`src/rtl/minmax_tracker_pkg.sv`:
```
// ---------------------------------------------------------------------------
// minmax_tracker_pkg
// Shared types and constants for the min/max window tracker.
//   state_t    : tracker state (IDLE / ACCUM / DONE)
//   CNT_W      : width of the sample counter and of the position indices
//   WINDOW_MAX : largest window length the 8-bit counter can represent
// ---------------------------------------------------------------------------
package minmax_tracker_pkg;

    localparam int CNT_W      = 8;
    localparam int WINDOW_MAX = 255;

    typedef enum logic [1:0] {
        IDLE  = 2'd0,
        ACCUM = 2'd1,
        DONE  = 2'd2
    } state_t;

endpackage : minmax_tracker_pkg

```
`src/rtl/minmax_tracker_if.sv`:
```
// ---------------------------------------------------------------------------
// minmax_tracker_if
// Sample-in / result-out handshake bundle for minmax_tracker.
//   in_valid, in_data, in_ready : sample stream (valid/ready)
//   flush                       : close a partial window early
//   res_valid, res_ready        : result handshake
//   res_min, res_max            : smallest / largest sample of the window
//   res_eq                      : all samples of the window were equal
//   res_count                   : number of samples in the window
//   res_min_idx, res_max_idx    : first position of min / max
//                                 (only with MINMAX_TRACKER_INDEX_EN defined)
// Modports: slave = the tracker, master = the producer/consumer side.
// ---------------------------------------------------------------------------
interface minmax_tracker_if
    import minmax_tracker_pkg::*;
#(
    parameter int wordsize = 16
);

    logic                in_valid;
    logic [wordsize-1:0] in_data;
    logic                in_ready;
    logic                flush;
    logic                res_valid;
    logic                res_ready;
    logic [wordsize-1:0] res_min;
    logic [wordsize-1:0] res_max;
    logic                res_eq;
    logic [CNT_W-1:0]    res_count;
`ifdef MINMAX_TRACKER_INDEX_EN
    logic [CNT_W-1:0]    res_min_idx;
    logic [CNT_W-1:0]    res_max_idx;
`endif

    modport slave (
        input  in_valid, in_data, flush, res_ready,
        output in_ready, res_valid, res_min, res_max, res_eq, res_count
`ifdef MINMAX_TRACKER_INDEX_EN
        , output res_min_idx, res_max_idx
`endif
    );

    modport master (
        output in_valid, in_data, flush, res_ready,
        input  in_ready, res_valid, res_min, res_max, res_eq, res_count
`ifdef MINMAX_TRACKER_INDEX_EN
        , input res_min_idx, res_max_idx
`endif
    );

endinterface : minmax_tracker_if

```
`src/rtl/minmax_tracker_cmp2.sv`:
```
// ---------------------------------------------------------------------------
// mm_cmp2
// Combinational unsigned compare of an incoming sample against the running
// minimum and maximum.
//   in_data : incoming sample
//   cur_min : running minimum
//   cur_max : running maximum
//   lt_min  : in_data <  cur_min (strict, so ties keep the stored value)
//   gt_max  : in_data >  cur_max (strict, so ties keep the stored value)
// ---------------------------------------------------------------------------
module mm_cmp2 #(
    parameter int wordsize = 16
) (
    input  logic [wordsize-1:0] in_data,
    input  logic [wordsize-1:0] cur_min,
    input  logic [wordsize-1:0] cur_max,
    output logic                lt_min,
    output logic                gt_max
);

    assign lt_min = (in_data < cur_min);
    assign gt_max = (in_data > cur_max);

endmodule : mm_cmp2

```
`src/rtl/minmax_tracker.sv`:
```
// ---------------------------------------------------------------------------
// minmax_tracker
// Collects up to `window` unsigned samples, then presents the smallest and
// largest sample, an all-equal flag and the sample count until the consumer
// takes the result. A flush closes a partial window early.
//
// Ports:
//   clk   : single clock, rising edge
//   rst_n : synchronous active-low reset
//   bus   : minmax_tracker_if.slave (sample stream, flush, result handshake)
//
// Build option: MINMAX_TRACKER_INDEX_EN adds res_min_idx / res_max_idx, the
// 0-based position of the first occurrence of the min and max.
//
// state | meaning
// ------+----------------------------------------------
// IDLE  | no samples held, ready for the first one
// ACCUM | 1..window-1 samples held, ready for more
// DONE  | result presented, input stalled until taken
// ---------------------------------------------------------------------------
module minmax_tracker
    import minmax_tracker_pkg::*;
#(
    parameter int wordsize = 16,
    parameter int window   = 4
) (
    input  logic                clk,
    input  logic                rst_n,
    minmax_tracker_if.slave     bus
);

    if (window < 1 || window > WINDOW_MAX) begin : g_bad_window
        $error("minmax_tracker: window must be in 1..%0d", WINDOW_MAX);
    end

    localparam logic [CNT_W-1:0] WIN_CNT = CNT_W'(window);

    state_t              r_state;
    state_t              w_state_nxt;
    logic [wordsize-1:0] r_min;
    logic [wordsize-1:0] r_max;
    logic [wordsize-1:0] w_min_nxt;
    logic [wordsize-1:0] w_max_nxt;
    logic [CNT_W-1:0]    r_count;
    logic [CNT_W-1:0]    w_count_nxt;
    logic [CNT_W-1:0]    w_count_inc;
    logic                w_accept;
    logic                w_lt_min;
    logic                w_gt_max;
    logic                w_res_valid;
`ifdef MINMAX_TRACKER_INDEX_EN
    logic [CNT_W-1:0]    r_min_idx;
    logic [CNT_W-1:0]    r_max_idx;
    logic [CNT_W-1:0]    w_min_idx_nxt;
    logic [CNT_W-1:0]    w_max_idx_nxt;
`endif

    mm_cmp2 #(
        .wordsize (wordsize)
    ) u_cmp (
        .in_data (bus.in_data),
        .cur_min (r_min),
        .cur_max (r_max),
        .lt_min  (w_lt_min),
        .gt_max  (w_gt_max)
    );

    assign w_accept    = bus.in_valid && (r_state != DONE);
    assign w_count_inc = r_count + CNT_W'(1);

    always_ff @(posedge clk) begin
        if (!rst_n) begin
            r_state   <= IDLE;
            r_min     <= '0;
            r_max     <= '0;
            r_count   <= '0;
`ifdef MINMAX_TRACKER_INDEX_EN
            r_min_idx <= '0;
            r_max_idx <= '0;
`endif
        end else begin
            r_state   <= w_state_nxt;
            r_min     <= w_min_nxt;
            r_max     <= w_max_nxt;
            r_count   <= w_count_nxt;
`ifdef MINMAX_TRACKER_INDEX_EN
            r_min_idx <= w_min_idx_nxt;
            r_max_idx <= w_max_idx_nxt;
`endif
        end
    end

    always_comb begin
        w_state_nxt   = r_state;
        w_min_nxt     = r_min;
        w_max_nxt     = r_max;
        w_count_nxt   = r_count;
`ifdef MINMAX_TRACKER_INDEX_EN
        w_min_idx_nxt = r_min_idx;
        w_max_idx_nxt = r_max_idx;
`endif
        case (r_state)
            IDLE: begin
                if (w_accept) begin
                    w_min_nxt   = bus.in_data;
                    w_max_nxt   = bus.in_data;
                    w_count_nxt = CNT_W'(1);
`ifdef MINMAX_TRACKER_INDEX_EN
                    w_min_idx_nxt = '0;
                    w_max_idx_nxt = '0;
`endif
                    // flush alongside the first sample closes a 1-sample window
                    if (WIN_CNT == CNT_W'(1) || bus.flush) begin
                        w_state_nxt = DONE;
                    end else begin
                        w_state_nxt = ACCUM;
                    end
                end
            end
            ACCUM: begin
                if (w_accept) begin
                    if (w_lt_min) begin
                        w_min_nxt = bus.in_data;
`ifdef MINMAX_TRACKER_INDEX_EN
                        // r_count is the 0-based position of this sample
                        w_min_idx_nxt = r_count;
`endif
                    end
                    if (w_gt_max) begin
                        w_max_nxt = bus.in_data;
`ifdef MINMAX_TRACKER_INDEX_EN
                        w_max_idx_nxt = r_count;
`endif
                    end
                    w_count_nxt = w_count_inc;
                    if (w_count_inc == WIN_CNT || bus.flush) begin
                        w_state_nxt = DONE;
                    end
                end else if (bus.flush) begin
                    w_state_nxt = DONE;
                end
            end
            DONE: begin
                if (bus.res_ready) begin
                    w_state_nxt = IDLE;
                    w_min_nxt   = '0;
                    w_max_nxt   = '0;
                    w_count_nxt = '0;
`ifdef MINMAX_TRACKER_INDEX_EN
                    w_min_idx_nxt = '0;
                    w_max_idx_nxt = '0;
`endif
                end
            end
            default: begin
                w_state_nxt = IDLE;
            end
        endcase
    end

    // Result fields are forced to zero outside DONE so the consumer never
    // sees a partially accumulated window.
    assign w_res_valid   = (r_state == DONE);
    assign bus.in_ready  = (r_state != DONE);
    assign bus.res_valid = w_res_valid;
    assign bus.res_min   = w_res_valid ? r_min   : '0;
    assign bus.res_max   = w_res_valid ? r_max   : '0;
    assign bus.res_count = w_res_valid ? r_count : '0;
    assign bus.res_eq    = w_res_valid && (r_min == r_max);
`ifdef MINMAX_TRACKER_INDEX_EN
    assign bus.res_min_idx = w_res_valid ? r_min_idx : '0;
    assign bus.res_max_idx = w_res_valid ? r_max_idx : '0;
`endif

endmodule : minmax_tracker

```
`src/flat_wrapper.sv`:
```
// flat-port wrapper written by rule: the top's interface ports become plain ports
module minmax_tracker_flat import minmax_tracker_pkg::*;
#(
    parameter int wordsize = 16,
    parameter int window   = 4
)
  (clk, rst_n, bus_in_valid, bus_in_data, bus_flush, bus_res_ready, bus_in_ready, bus_res_valid, bus_res_min, bus_res_max, bus_res_eq, bus_res_count);
  minmax_tracker_if #(.wordsize(wordsize)) bus_i ();
  input  logic clk;
  input  logic rst_n;
  input wire logic [$bits(bus_i.in_valid)-1:0] bus_in_valid;
  input wire logic [$bits(bus_i.in_data)-1:0] bus_in_data;
  input wire logic [$bits(bus_i.flush)-1:0] bus_flush;
  input wire logic [$bits(bus_i.res_ready)-1:0] bus_res_ready;
  output wire logic [$bits(bus_i.in_ready)-1:0] bus_in_ready;
  output wire logic [$bits(bus_i.res_valid)-1:0] bus_res_valid;
  output wire logic [$bits(bus_i.res_min)-1:0] bus_res_min;
  output wire logic [$bits(bus_i.res_max)-1:0] bus_res_max;
  output wire logic [$bits(bus_i.res_eq)-1:0] bus_res_eq;
  output wire logic [$bits(bus_i.res_count)-1:0] bus_res_count;
  assign bus_i.in_valid = bus_in_valid;
  assign bus_i.in_data = bus_in_data;
  assign bus_i.flush = bus_flush;
  assign bus_i.res_ready = bus_res_ready;
  assign bus_in_ready = bus_i.in_ready;
  assign bus_res_valid = bus_i.res_valid;
  assign bus_res_min = bus_i.res_min;
  assign bus_res_max = bus_i.res_max;
  assign bus_res_eq = bus_i.res_eq;
  assign bus_res_count = bus_i.res_count;
  minmax_tracker #(.wordsize(wordsize), .window(window)) u_core (.clk(clk), .rst_n(rst_n), .bus(bus_i));
endmodule
```
`config.mk`:
```
export PLATFORM = sky130hd
export DESIGN_NAME = minmax_tracker_flat
export DESIGN_NICKNAME = d
export VERILOG_FILES = /design/src/rtl/minmax_tracker_pkg.sv /design/src/rtl/minmax_tracker_if.sv /design/src/rtl/minmax_tracker_cmp2.sv /design/src/rtl/minmax_tracker.sv /design/src/flat_wrapper.sv
export SDC_FILE = /design/constraint.sdc
export NUM_CORES = 1
export LEC_CHECK = 0
export BUFFER_PORTS_ARGS = -buffer_cell sky130_fd_sc_hd__buf_4
export CORE_ASPECT_RATIO = 1.1
export CORE_MARGIN = 10
export CORE_UTILIZATION = 52
export CTS_BUF_LIST = sky130_fd_sc_hd__clkbuf_4
export DETAILED_ROUTE_END_ITERATION = 8
export HOLD_SLACK_MARGIN = 0.08
export PLACE_DENSITY = 0.76
export SLEW_MARGIN = 20
export SYNTH_ARGS = -nofsm -noshare
export SYNTH_HDL_FRONTEND = slang
export SYNTH_SLANG_ARGS = --single-unit
```
`constraint.sdc`:
```
create_clock -name clk -period 2.6 [get_ports clk]
set_clock_uncertainty 0.15 [all_clocks]
set_input_delay 0.52 -clock clk [delete_from_list [all_inputs] [get_ports clk]]
set_output_delay 0.52 -clock clk [all_outputs]
set_load 0.02 [all_outputs]
```
Yosys cells after proc, flatten, opt, wreduce, memory -nomap -nowiden
Index checks and enable logic that the tools add are counted.
Widths: inputs -> output; s select.
Word-level totals
  bits in registers: 42
  input port bits: 21
  word-level logic and storage cells: 50
  output and inout port bits: 43
Cells by class
  reductions and logical operators: 9
  equality and inequality tests: 12
  $add $sub $neg: 1
  mux-type cells: 22
  $lt $le $gt $ge: 2
Operators with widths (count)
  $mux 16: 8
  $pmux 16 s3: 2
  $mux 8: 4
  $pmux 8 s3: 1
  $eq 16x16->1: 1
  $gt 16x16->1: 1
  $lt 16x16->1: 1
  $mux 2: 6
  $reduce_and 5->1: 2
  $add 8x1->8 const B: 1
  $eq 8x3->1 const B: 1
  $ne 2x2->1 const B: 4
  $reduce_and 4->1: 2
  $pmux 2 s3: 1
  $ne 2x1->1 const B: 2
  $ne 3x2->1 const B: 1
  $ne 3x3->1 const B: 1
  $reduce_bool 3->1: 1
  $eq 2x1->1 const B: 1
  $eq 2x2->1 const B: 1
  $logic_and 1x1->1: 2
  $logic_not 2->1: 1
  $logic_or 1x1->1: 1

Depth between registers and ports, before layout
  word-level depth: 6
  gate-level depth with buffers: 9
  depth with buffers taken out: 8

By module
A second synthesis with hierarchy kept.
Unflattened totals
  cells, all modules: 391
  area, all modules: 3347.0 sq um
Modules (own cells, without submodules)
  minmax_tracker: area an instance 2551.2 sq um, sequential area each 840.8 sq um, times used 1, cells each 282
  mm_cmp2: area an instance 795.8 sq um, sequential area each 0.0 sq um, times used 1, cells each 109

Least setup slack after synthesis
No wires, ideal clock.
  kind: input -> register
  start point: in bus_in_data[2]
  end point: reg u_core.r_min[0]
  slack: 56 ps
  buffers on the path: 1
  arrival: 2273 ps
  setup time: 122 ps
  data required time: 2328 ps
  cell stages on the path: 8
  cell sequence: ha_1 > a211oi_2 > o21ai_1 > a221o_1 > and2_1 > o211a_4 > buf_6 > a221o_1
On the way
  cells in the longest elaborated chain, start to end: 3
Ends and longest elaborated chain
  start: declaration: line flat_wrapper.sv:12  | input wire logic [$bits(bus_i.in_data)-1:0] bus_in_data;
  $lt 16x16->1: line minmax_tracker_cmp2.sv:21  | assign lt_min = (in_data < cur_min);
  $ne 2x2->1 (no source line)
  $reduce_and 5->1 (no source line)
  end signal: assignment: line minmax_tracker.sv:83  | r_min <= w_min_nxt;
  end: declaration: line minmax_tracker.sv:40  | logic [wordsize-1:0] r_min;
Every way passes these cells.
A chain may end at the register's enable or synchronous reset.

Worst setup path in the final report
  start point: reg u_core.r_min[5]
  end point: reg u_core.r_min[1]
On the way
  cells in the longest elaborated chain, start to end: 3
Ends and longest elaborated chain (line)
  $lt 16x16->1: minmax_tracker_cmp2.sv:21
  $ne 2x2->1 (no source line)
  $reduce_and 5->1 (no source line)
Every way passes these cells.

==> reports/qor.csv <==
stage,metric,value,unit
grt,GRT overflow,0,
synth,Post-Synthesis Cells,400,
final_layout,ant diodes,0,
power_and_ir_drop,leakage power,0.00187,uW
routing,Via Count,3070,
final_layout,Storage cell area,843,um2
grt,met3 Resource Use GR,4.22,%
routing,Post-DRT Antenna Nets,0,
synth,Ys Warns,0,
synth,synth top area cells,"dfxtp_1, ha_1, inv_1",
critical_path,Critical Path Source Type,register,
synth,Post-synth EDFFs,0,
grt,GR Util met1,21.6,%
floorplan,IO Count,64,
final_layout,post-layout net count,533,
clock_network,CTS Hold Bufs,0,
placement,"Cell Area, Placed",3780,um2
status,status,"finished, final reports clean",
clock_network,CTS buffer count,5,
synth,Syn Std Cell Area,3140,um2
synth,share of the synthesized area in the top cell type,26.8,%
sta,final hold vios,0,
floorplan,die area,9550,um2
clock_network,TritonCTS Sinks,42,
routing,initial drt markers,196,
sta,Post-Route Setup TNS,0,ns
final_layout,fill count,501,
synth,"Top FF cell, synth",dfxtp_1,
critical_path,critical path type,register to register,
critical_path,Required @ worst endpoint,2.72,ns
synth,fraction of the yosys area taken by sequential cells,26.8,%
clock_network,clock root buffer,clkbuf_4,
synth,Syn Area/Cell,7.85,um2
grt,initial antenna violation count,0,
worst_hold_path,Hold Crit Class,input port to register,
worst_hold_path,hold-critical path depth,3,
clock_network,Clock Path Buffers,2,
clock_network,CTS tree,done,
final_layout,final instance area,3880,um2
grt,Global Route met2 Usage,31.2,%
floorplan,chip width,94.1,um
routing,TritonRoute pass-1 iters,8,
routing,Routed WL per cell,16.0,um
critical_path,"Max FO, Critical Path",16,
final_layout,Area Overhead vs Synth,23.4,%
sta,Slew Limit Fails,0,
synth,Mapped Nets,458,
floorplan,Core Region,5810,um2
placement,gpl congestion,0.885,
placement,IO buf count,63,
final_layout,Layout Utilization,66.8,%
sta,Max-slew headroom,72.8,%
grt,number of global-route vias before repair,2978,
floorplan,Initial Utilization,54.1,%
grt,GR Util All Layers,18.2,%
sta,min cycle time layout,2.51,ns
final_layout,"commonest non-fill, non-tap cells in the layout","buf_4, inv_1, nand2_1",
sta,Slew @ Worst Pin,0.405,ns
floorplan,Die Ht,102,um
sta,# setup viols final,0,
flow_run,total of max-cap violations,0,
critical_path,Critical Path AT,2.63,ns
sta,RSZ-0062 raised after global routing,no,
grt,Most Crowded Layer GR,met2,
final_layout,"commonest non-fill, non-tap cell in the layout",buf_4,
synth,Synth Register Bits,42,
floorplan,FP Rows,29,
critical_path,Setup crit end kind,register,
clock_network,clock transition at the registers of the reported paths,0.13,ns
routing,DRT Wirelength,8.84,mm
routing,vias per cell,5.55,
final_layout,area of the multi-input gates,2050,um2
power_and_ir_drop,Pwr per Cell Area,1040,nW/um2
placement,Detailed Place HPWL,6.90,mm
power_and_ir_drop,VDD IR-drop max,0.000613,V
routing,DRC Markers,0,
grt,largest net degree at the start of global routing,30,
synth,Synth area leader,dfxtp_1,
sta,crit share post-route,96.4,%
clock_network,Worst-Skew Late Latency,0.38,ns
clock_network,H-tree Lvls,2,
critical_path,R2R cell count,8,
grt,first-pass GRT wire length,14.3,mm
synth,synth unique cells,42,
synth,Post-synth ARST share,0,%
final_layout,share of cells above drive strength 1,23.7,%
sta,fmax,399,MHz
[power breakdown]
| group | internal, uW | switching, uW |
|---|---|---|
| Sequential | 894 | 246 |
| Combinational | 1090 | 1460 |
| Clock | 101 | 240 |
| Total | 2090 | 1940 |
[layout make-up]
cell class	count	share of cell area [%]
flip-flops and latches	42	21.7
well taps	77	2.48
clock inverters	3	0.419
repair buffers	85	16.5
multi-input cells	290	52.9
inverters	51	5.03
clock buffers	5	0.968
[per-stage QoR]
stage	hold WS [ns]	setup WS, ns	power, uW	std cells
floorplan	0.313	0.0556	2800	400
global placement	0.321	-0.101	3530	543
detailed placement	0.329	-0.144	3600	543
CTS	0.283	0.00476	3950	551
global route	0.282	0.0164	4340	553
finish	0.282	0.0946	4030	553
[final timing paths]
check / startpoint / endpoint / slack [ns]
min reg2reg: u_core.r_max[2]$_SDFFE_PN0P_ / u_core.r_max[2]$_SDFFE_PN0P_ / 0.35
max: u_core.r_min[5]$_SDFFE_PN0P_ / u_core.r_min[1]$_SDFFE_PN0P_ / 0.09
max reg2reg: u_core.r_min[5]$_SDFFE_PN0P_ / u_core.r_min[1]$_SDFFE_PN0P_ / 0.09
min: bus_flush / u_core.r_state[0]$_SDFFE_PN0P_ / 0.28
[synth_stat cells, drive strengths merged, types with 4 or more instances]
| master | count |
|---|---|
| xor2 | 17 |
| mux2i | 17 |
| and2 | 12 |
| nand2 | 45 |
| nand4 | 8 |
| nor4 | 6 |
| a21oi | 12 |
| o21ai | 13 |
| clkbuf | 14 |
| inv | 51 |
| ha | 37 |
| nor2 | 40 |
| nor2b | 6 |
| a21boi | 5 |
| nor3 | 21 |
| a211oi | 4 |
| a221o | 17 |
| dfxtp | 42 |
[what timing repair did]
action | in CTS | in global routing
setup endpoints to repair | 0 | 30
setup buffers | 0 | 2
gates resized for setup | 0 | 6
[worst max-delay path: stages (launching register included)]
cell	delay (ns)
dfxtp_2	0.38
inv_1	0.06
ha_1	0.30
a21o_1	0.16
a21o_1	0.17
a221o_1	0.30
and2_1	0.17
o211a_4	0.30
a221o_2	0.40
[routing by layer]
layer,vias to the layer above,wire length (um)
li1,1522,-
met1,1433,3850
met2,95,4260
met3,20,543
met4,0,186
met5,-,0
[registers in the layout, indices dropped and copies added (netlist names)]
| signal | cells |
|---|---|
| u_core.r_max | 16 |
| u_core.r_state | 2 |
| u_core.r_min | 16 |
| u_core.r_count | 8 |
[logic make-up (layout without fill, tap and decap cells)]
logic type,after synthesis,in the layout,synth area share (%)
AO/OA/AOI/OAI,65,65,16.2
AND/OR/NAND/NOR,153,153,23.3
adder cells (fa/ha/maj),37,37,14.7
multiplexers,17,17,5.42
flip-flops,42,42,26.8
buffers and inverters,68,144,8.52
XOR/XNOR,18,18,5.02
No activity file was read; power rests on OpenSTA's default activity.
